==> src/rtl/conv_window_sched_if.sv <==
// rtl/conv_window_sched_if.sv - control and result-handshake bundle between window sequencer and conv datapath
interface conv_window_sched_if #(
  parameter int AW = 5,
  parameter int FW = 4
);
  logic          conv_start;
  logic          load_xaddr;
  logic [AW-1:0] load_xaddr_val;
  logic          en_xaddr_incr;
  logic [FW-1:0] fmem_addr;
  logic          en_mult;
  logic          en_accum;
  logic          reset_accum;
  logic          m_valid_y;
  logic          m_ready_y;
  logic          conv_done;

  modport master (
    input  conv_start, m_ready_y,
    output load_xaddr, load_xaddr_val, en_xaddr_incr, fmem_addr,
           en_mult, en_accum, reset_accum, m_valid_y, conv_done
  );

  modport slave (
    output conv_start, m_ready_y,
    input  load_xaddr, load_xaddr_val, en_xaddr_incr, fmem_addr,
           en_mult, en_accum, reset_accum, m_valid_y, conv_done
  );
endinterface

==> src/rtl/conv_window_sched.sv <==
// rtl/conv_window_sched.sv - per-window sequencer for the 1-D convolution datapath
// One LOAD/MAC/DRAIN/OUT pass per output y[win]; conv_done pulses after the final handshake.
module conv_window_sched #(
  parameter int N  = 20,
  parameter int M  = 13,
  parameter int AW = 5,
  parameter int FW = 4
) (
  input  logic clk,
  input  logic reset,
  conv_window_sched_if.master bus
);
  localparam int W = N - M + 1;
  localparam logic [FW-1:0] F_LAST   = FW'(M - 1);
  localparam logic [AW-1:0] WIN_LAST = AW'(W - 1);

  typedef enum logic [2:0] {
    S_IDLE, S_LOAD, S_MAC, S_DRAIN1, S_DRAIN2, S_OUT, S_DONE
  } state_t;

  state_t        state, state_nxt;
  logic [AW-1:0] win;
  logic [FW-1:0] faddr;
  logic [1:0]    issue_d;
  logic          issue;

  always_ff @(posedge clk or negedge reset) begin
    if (!reset) state <= S_IDLE;
    else        state <= state_nxt;
  end

  always_comb begin
    state_nxt = state;
    case (state)
      S_IDLE:   if (bus.conv_start) state_nxt = S_LOAD;
      S_LOAD:   state_nxt = S_MAC;
      S_MAC:    if (faddr == F_LAST) state_nxt = S_DRAIN1;
      S_DRAIN1: state_nxt = S_DRAIN2;
      S_DRAIN2: state_nxt = S_OUT;
      S_OUT:    if (bus.m_ready_y) state_nxt = (win == WIN_LAST) ? S_DONE : S_LOAD;
      S_DONE:   state_nxt = S_IDLE;
      default:  state_nxt = S_IDLE;
    endcase
  end

  // issue_d aligns MAC issue with the 1-cycle memory read and the multiplier register
  always_ff @(posedge clk or negedge reset) begin
    if (!reset) begin
      win     <= '0;
      faddr   <= '0;
      issue_d <= '0;
    end else begin
      issue_d <= {issue_d[0], issue};
      case (state)
        S_LOAD: faddr <= '0;
        S_MAC:  if (faddr != F_LAST) faddr <= faddr + FW'(1);
        S_OUT:  if (bus.m_ready_y && win != WIN_LAST) win <= win + AW'(1);
        S_DONE: win <= '0;
        default: ;
      endcase
    end
  end

  always_comb begin
    issue              = 1'b0;
    bus.load_xaddr     = 1'b0;
    bus.load_xaddr_val = '0;
    bus.en_xaddr_incr  = 1'b0;
    bus.reset_accum    = 1'b0;
    bus.m_valid_y      = 1'b0;
    bus.conv_done      = 1'b0;
    case (state)
      S_LOAD: begin
        bus.load_xaddr     = 1'b1;
        bus.load_xaddr_val = win;
        bus.reset_accum    = 1'b1;
      end
      S_MAC: begin
        issue             = 1'b1;
        bus.en_xaddr_incr = (faddr != F_LAST);
      end
      S_OUT:   bus.m_valid_y = 1'b1;
      S_DONE:  bus.conv_done = 1'b1;
      default: ;
    endcase
  end

  assign bus.fmem_addr = faddr;
  assign bus.en_mult   = issue_d[0];
  assign bus.en_accum  = issue_d[1];
endmodule

==> src/flat_wrapper.sv <==
// flat-port wrapper written by rule: the top's interface ports become plain ports
module conv_window_sched_flat 
#(
  parameter int N  = 20,
  parameter int M  = 13,
  parameter int AW = 5,
  parameter int FW = 4
)
  (clk, reset, bus_conv_start, bus_m_ready_y, bus_load_xaddr, bus_load_xaddr_val, bus_en_xaddr_incr, bus_fmem_addr, bus_en_mult, bus_en_accum, bus_reset_accum, bus_m_valid_y, bus_conv_done);
  conv_window_sched_if #(.AW(AW), .FW(FW)) bus_i ();
  input  logic clk;
  input  logic reset;
  input wire logic [$bits(bus_i.conv_start)-1:0] bus_conv_start;
  input wire logic [$bits(bus_i.m_ready_y)-1:0] bus_m_ready_y;
  output wire logic [$bits(bus_i.load_xaddr)-1:0] bus_load_xaddr;
  output wire logic [$bits(bus_i.load_xaddr_val)-1:0] bus_load_xaddr_val;
  output wire logic [$bits(bus_i.en_xaddr_incr)-1:0] bus_en_xaddr_incr;
  output wire logic [$bits(bus_i.fmem_addr)-1:0] bus_fmem_addr;
  output wire logic [$bits(bus_i.en_mult)-1:0] bus_en_mult;
  output wire logic [$bits(bus_i.en_accum)-1:0] bus_en_accum;
  output wire logic [$bits(bus_i.reset_accum)-1:0] bus_reset_accum;
  output wire logic [$bits(bus_i.m_valid_y)-1:0] bus_m_valid_y;
  output wire logic [$bits(bus_i.conv_done)-1:0] bus_conv_done;
  assign bus_i.conv_start = bus_conv_start;
  assign bus_i.m_ready_y = bus_m_ready_y;
  assign bus_load_xaddr = bus_i.load_xaddr;
  assign bus_load_xaddr_val = bus_i.load_xaddr_val;
  assign bus_en_xaddr_incr = bus_i.en_xaddr_incr;
  assign bus_fmem_addr = bus_i.fmem_addr;
  assign bus_en_mult = bus_i.en_mult;
  assign bus_en_accum = bus_i.en_accum;
  assign bus_reset_accum = bus_i.reset_accum;
  assign bus_m_valid_y = bus_i.m_valid_y;
  assign bus_conv_done = bus_i.conv_done;
  conv_window_sched #(.N(N), .M(M), .AW(AW), .FW(FW)) u_core (.clk(clk), .reset(reset), .bus(bus_i));
endmodule
==> config.mk <==
export PLATFORM = sky130hd
export DESIGN_NAME = conv_window_sched_flat
export DESIGN_NICKNAME = d
export VERILOG_FILES = /design/src/rtl/conv_window_sched_if.sv /design/src/rtl/conv_window_sched.sv /design/src/flat_wrapper.sv
export SDC_FILE = /design/constraint.sdc
export NUM_CORES = 1
export LEC_CHECK = 0
export BUFFER_PORTS_ARGS = -buffer_cell sky130_fd_sc_hd__buf_2
export CAP_MARGIN = 5
export CELL_PAD_IN_SITES_DETAIL_PLACEMENT = 1
export CELL_PAD_IN_SITES_GLOBAL_PLACEMENT = 2
export CORE_MARGIN = 3
export CORE_UTILIZATION = 33
export DETAILED_ROUTE_END_ITERATION = 6
export GPL_ROUTABILITY_DRIVEN = 0
export GPL_TIMING_DRIVEN = 0
export PLACE_DENSITY = 0.92
export SYNTH_ARGS = -nofsm -noshare
export SYNTH_HDL_FRONTEND = slang
export SYNTH_SLANG_ARGS = --single-unit
==> constraint.sdc <==
create_clock -name clk -period 5.2 [get_ports clk]
set_clock_uncertainty 0.2 [all_clocks]
set_input_delay 0.78 -clock clk [delete_from_list [all_inputs] [get_ports clk]]
set_output_delay 0.78 -clock clk [all_outputs]
set_load 0.005 [all_outputs]
Word-level counts from Yosys, hierarchy flattened
Cells that the tools add are included.
{ "op_classes": {"n_addsub": 2, "n_eq_ne": 15, "mux": 15, "reduce_logical": 7} }
{ "ops": {"columns": ["op", "count"], "rows": [
  ["$pmux W3 S6", 1],
  ["$mux W3", 4],
  ["$mux W5", 2],
  ["$pmux W5 S2", 1],
  ["$eq A3 B3 Y1 const B", 3],
  ["$pmux W4 S2", 1],
  ["$eq A3 B2 Y1 const B", 2],
  ["$ne A2 B1 Y1 const B", 3],
  ["$add A5 B1 Y5 const B", 1],
  ["$eq A5 B3 Y1 const B", 1],
  ["$mux W1", 5],
  ["$ne A5 B3 Y1 const B", 1],
  ["$add A4 B1 Y4 const B", 1],
  ["$eq A4 B4 Y1 const B", 1],
  ["$mux W4", 1],
  ["$ne A2 B2 Y1 const B", 2],
  ["$ne A4 B4 Y1 const B", 1],
  ["$reduce_and A2 Y1", 2],
  ["$reduce_bool A2 Y1", 2],
  ["$eq A3 B1 Y1 const B", 1],
  ["$logic_not A3 Y1", 1],
  ["$reduce_and A3 Y1", 1],
  ["$logic_and A1 B1 Y1", 1]
]} }
{ "totals": {"ff_bits": 14, "in_bits": 4, "output_inout_bits": 16} }

Depth between registers and ports, before layout
{ "depth": {"depth_word": 4, "mapped_depth": 6, "mapped_depth_nobuf": 6} }

Worst setup path after synthesis
OpenSTA, ideal clock, no wires.
{ "synth_timing": {"path_kind": "register to output", "from": "register u_core.state[0]", "to": "output bus_load_xaddr_val[3]", "arrival_time_ps": 1100, "t_required_ps": 4220, "path_slack_ps": 3120, "path_stages_with_launch": 4, "path_buffers": 1, "path_cell_list": "dfrtp_1 > buf_4 > nor3b_2 > and2_2"} }
{ "synth_via": {"elab_chain_len": 2} }
{ "synth_rtl": {"columns": ["element", "line", "text"], "rows": [
  ["start, declared", "conv_window_sched.sv:21", "state_t state, state_nxt;"],
  ["start signal, assigned", "conv_window_sched.sv:29", "else state <= state_nxt;"],
  ["$eq A3 B1 Y1", "conv_window_sched.sv:72", "case (state)"],
  ["$mux W5", "conv_window_sched.sv:72", null],
  ["end, declared", "flat_wrapper.sv:16", "output wire logic [$bits(bus_i.load_xaddr_val)-1:0] bus_load_xaddr_val;"]
]} }
Every way passes these cells.

Worst setup path in the final report
{ "layout_timing": {"from": "register u_core.state[1]", "to": "output bus_conv_done"} }
{ "layout_via": {"elab_chain_len": 2} }
{ "layout_rtl": {"columns": ["element", "line", "text"], "rows": [
  ["$eq A3 B3 Y1", "conv_window_sched.sv:72", null],
  ["$mux W1", "conv_window_sched.sv:72", null],
  ["end, declared", "flat_wrapper.sv:23", "output wire logic [$bits(bus_i.conv_done)-1:0] bus_conv_done;"]
]} }
Every way passes these cells.

==> key figures <==
Detailed routing
  – Avg WL per Cell: roughly 13 um
  – Routed via count: ~660
  – Antenna viol nets, final: 0
  – Number of vias per cell: approximately 5
  – DRT Pass-1 Iters: 4
  – Initial DRC Count: 2
  – Remaining DRCs: 0
  – WL final: 1720 um

Setup path
  – CP max stage cell: nor3b_1
  – CP Buf/Inv Count: 3
  – Crit. End Element: output port
  – Worst Path Max Fanout: 7
  – Worst path max stage delay: roughly 0.59 ns
  – CP cell instances: buf_2 -> inv_1 -> nor3b_1 -> buf_2
  – Critical Path RT: roughly 4.2 ns
  – Most used cell along the critical path: buf_2
  – Critical path class: flip-flop to output port
  – CP Launch Type: flip-flop
  – Critical path's top delay family: simple AND/OR/NAND/NOR gates
  – Reg2Reg Setup Slack: between 3 and 4 ns
  – CP arrival: roughly 1.7 ns

Yosys
  – Syn_area_per_cell: just over 10 um^2
  – Post-Syn Instances: 79
  – Post-Synth Simple-Gate Area: 27.2%
  – Total of warnings raised by yosys: 0
  – Seq/Total Area, Yosys: between 40% and 50%
  – Syn nets: 86
  – Post-synthesis cell type count: 29
  – Mux cell area share after synthesis: under 10%
  – Synthesized area: between 800 and 900 um^2
  – Compound-Gate Fraction of Synth Area: 10.3%
  – #FFs+latches synth: 14
  – Post-synthesis xor/xnor area fraction: around 1.1%
  – Post-Synth Adder-Cell Area: under 10%
  – Main combinational cell family by area after synthesis: simple AND/OR/NAND/NOR gates

Placed design
  – Buffers on Ports: 19
  – Hpwl dp: roughly 1400 um

Power
  – Peak supply drop: approximately 220 uV
  – Switching Fraction: about 37%
  – Pwr dens: 458 nW/um^2
  – Leakage power: ~0.52 nW
  – Internal power: ~280 uW
  – Logic pwr share: between 40% and 50%
  – Register share of total power: between 30% and 40%
  – Power share of the clock group: 17.7%
  – Psw: approximately 160 uW
  – Power Total: roughly 440 uW

STA
  – Final worst path period need: ~2.7 ns
  – Max-slew violation count: 0
  – Worst Max-Slew Pin Slew: between 0.6 and 0.7 ns
  – Final hold violations: 0
  – Post-route clock period utilization: 51.8%
  – Maximum clock frequency: ~370 MHz
  – Slew HR: 54.1%
  – # setup viols final: 0
  – Setup TNS: 0 ns
  – RSZ-0062 raised after global routing: false

Clock tree
  – Hold-fix buffers, CTS: 0
  – Clock Sinks: 14
  – Clk slew on worst S/H paths: around 0.090 ns
  – Clock buffers created by TritonCTS: 3
  – CTS root buf: clkbuf_4
  – Total setup buffers inserted after CTS: 0
  – CTS Buffer Depth: 2
  – PostCTS Resize Cnt: 0
  – CTS tree: done
  – Worst-Skew Late Latency: 0.27 ns
  – H-Tree Depth: 1

Floorplanning
  – Top Ports: 20
  – Core footprint: ~2300 um^2
  – Die width: 55.4 um
  – Initial Utilization: 35.7%
  – Die height: between 50 and 60 um
  – Num rows: 17
  – Die ar.: roughly 3000 um^2

GRT
  – Largest net degree at the start of global routing: 15
  – Total grt overflow: 0
  – First-pass GRT wire length: 3080 um
  – Initial antenna violation count: 0
  – Vias in the first global route: a little under 700
  – GRT Overall Usage: 12.1%

Finish
  – Share of cells above drive strength 1: about a third
  – Antenna cells: 0
  – Fillcell total: roughly 280
  – Synth-to-layout area growth: 20.7%
  – Final #Nets: between 100 and 150

Min path
  – Hold Path Class: flip-flop to flip-flop

Outcome
  – Outcome: complete, no violations

Run
  – Max cap viols: 0
-- layer usage --
layer	GRT usage, %	wire, um
met4	2.08	0
met1	14.7	774
met2	20.8	855
met3	4.21	92
met5	0	0
-- worst paths after layout --
path,start,end,depth (start not counted)
worst max-delay path,u_core.state[1],bus_conv_done,4
worst min-delay path,u_core.issue_d[0],u_core.issue_d[1],0
worst max register to register,u_core.win[0],u_core.win[3],5
worst min register to register,u_core.issue_d[0],u_core.issue_d[1],0
max in group asynchronous,reset,u_core.win[3],1
min in group asynchronous,reset,u_core.win[0],1
-- worst reg2reg max path: stages (launching register included) --
cell and delay [ns]:
dfrtp_1 0.42, ha_1 0.24, and4bb_1 0.20, buf_6 0.13
or4_1 0.50, a21oi_1 0.16
-- layout make-up --
type	count	area, um^2	share of cell area [%]
well taps	28	35.0	3.61
inverters	5	18.8	1.93
plain buffers	5	36.3	3.74
multi-input cells	55	399	41.1
clock buffers	4	36.3	3.74
repair buffers	19	95.1	9.79
flip-flops and latches	14	350	36.1
-- sequential cells by signal, summed over array words and instances, names as in the netlist --
signal,cells
u_core.win,5
u_core.bus.fmem_addr,4
u_core.state,3
u_core.issue_d,2
-- cell families (layout without fill, tap and decap cells) --
kind of cell / after synthesis / after routing
and+or+nand+nor: 32 / 32
muxes: 5 / 5
DFF: 14 / 14
AOI/OAI and AO/OA: 14 / 14
xor gates and xnor gates: 1 / 1
adders and majority gates: 3 / 3
buffers and inverters: 10 / 33
-- through the flow --
stage	instances	setup WS [ns]	area, um^2	utilization [%]	hold WS, ns
2_1_floorplan	79	3.12	805	-	0.176
3_3_place_gp	126	2.79	935	41.5	0.161
3_5_place_dp	126	2.81	935	41.5	0.162
4_1_cts	130	2.48	971	43.1	0.183
5_1_grt	130	2.34	971	43.1	0.198
6_report	130	2.51	971	43.1	0.177
-- power groups by stage --
stage	clock network [mW]	logic [mW]	registers (mW)
finish	0.0785	0.201	0.164
detailed placement	0	0.206	0.167
global placement	0	0.195	0.166
global route	0.0868	0.230	0.171
CTS	0.0812	0.207	0.165
floorplan	0	0.138	0.165
-- cells in the mapped netlist, drive strengths merged --
| master | instances | area share, % |
|---|---|---|
| dfrtp | 14 | 44 |
| a21oi | 6 | 3.7 |
| nand3 | 6 | 3.7 |
| and2 | 5 | 4.0 |
| buf | 5 | 4.5 |
| inv | 5 | 2.3 |
| o21ai | 5 | 3.1 |
| mux2i | 4 | 5.0 |
| nand2 | 4 | 1.9 |
| ha | 3 | 4.7 |
| nor3b | 3 | 4.0 |
| or3 | 3 | 2.3 |
| and3 | 2 | 1.6 |
| nand2b | 2 | 1.6 |
| nor2 | 2 | 0.93 |
| a32o | 1 | 1.2 |
| a41o | 1 | 1.2 |
| and4bb | 1 | 1.6 |
| mux2 | 1 | 1.4 |
| nand4b | 1 | 3.0 |
| nor3 | 1 | 0.62 |
| o31ai | 1 | 0.93 |
| or3b | 1 | 1.1 |
| or4 | 1 | 0.93 |
| xnor2 | 1 | 1.1 |
-- layout by cell type (no fill, tap or decap), types with 3 or more instances in the layout --
cell and instances:
a21oi_1 6, and2_1 4, buf_2 21, clkbuf_4 3
dfrtp_1 14, ha_1 3, inv_1 5, mux2i_1 4
nand2_1 4, nand3_1 6, o21ai_0 5, or3_1 3
(Power assumes the default switching activity.)
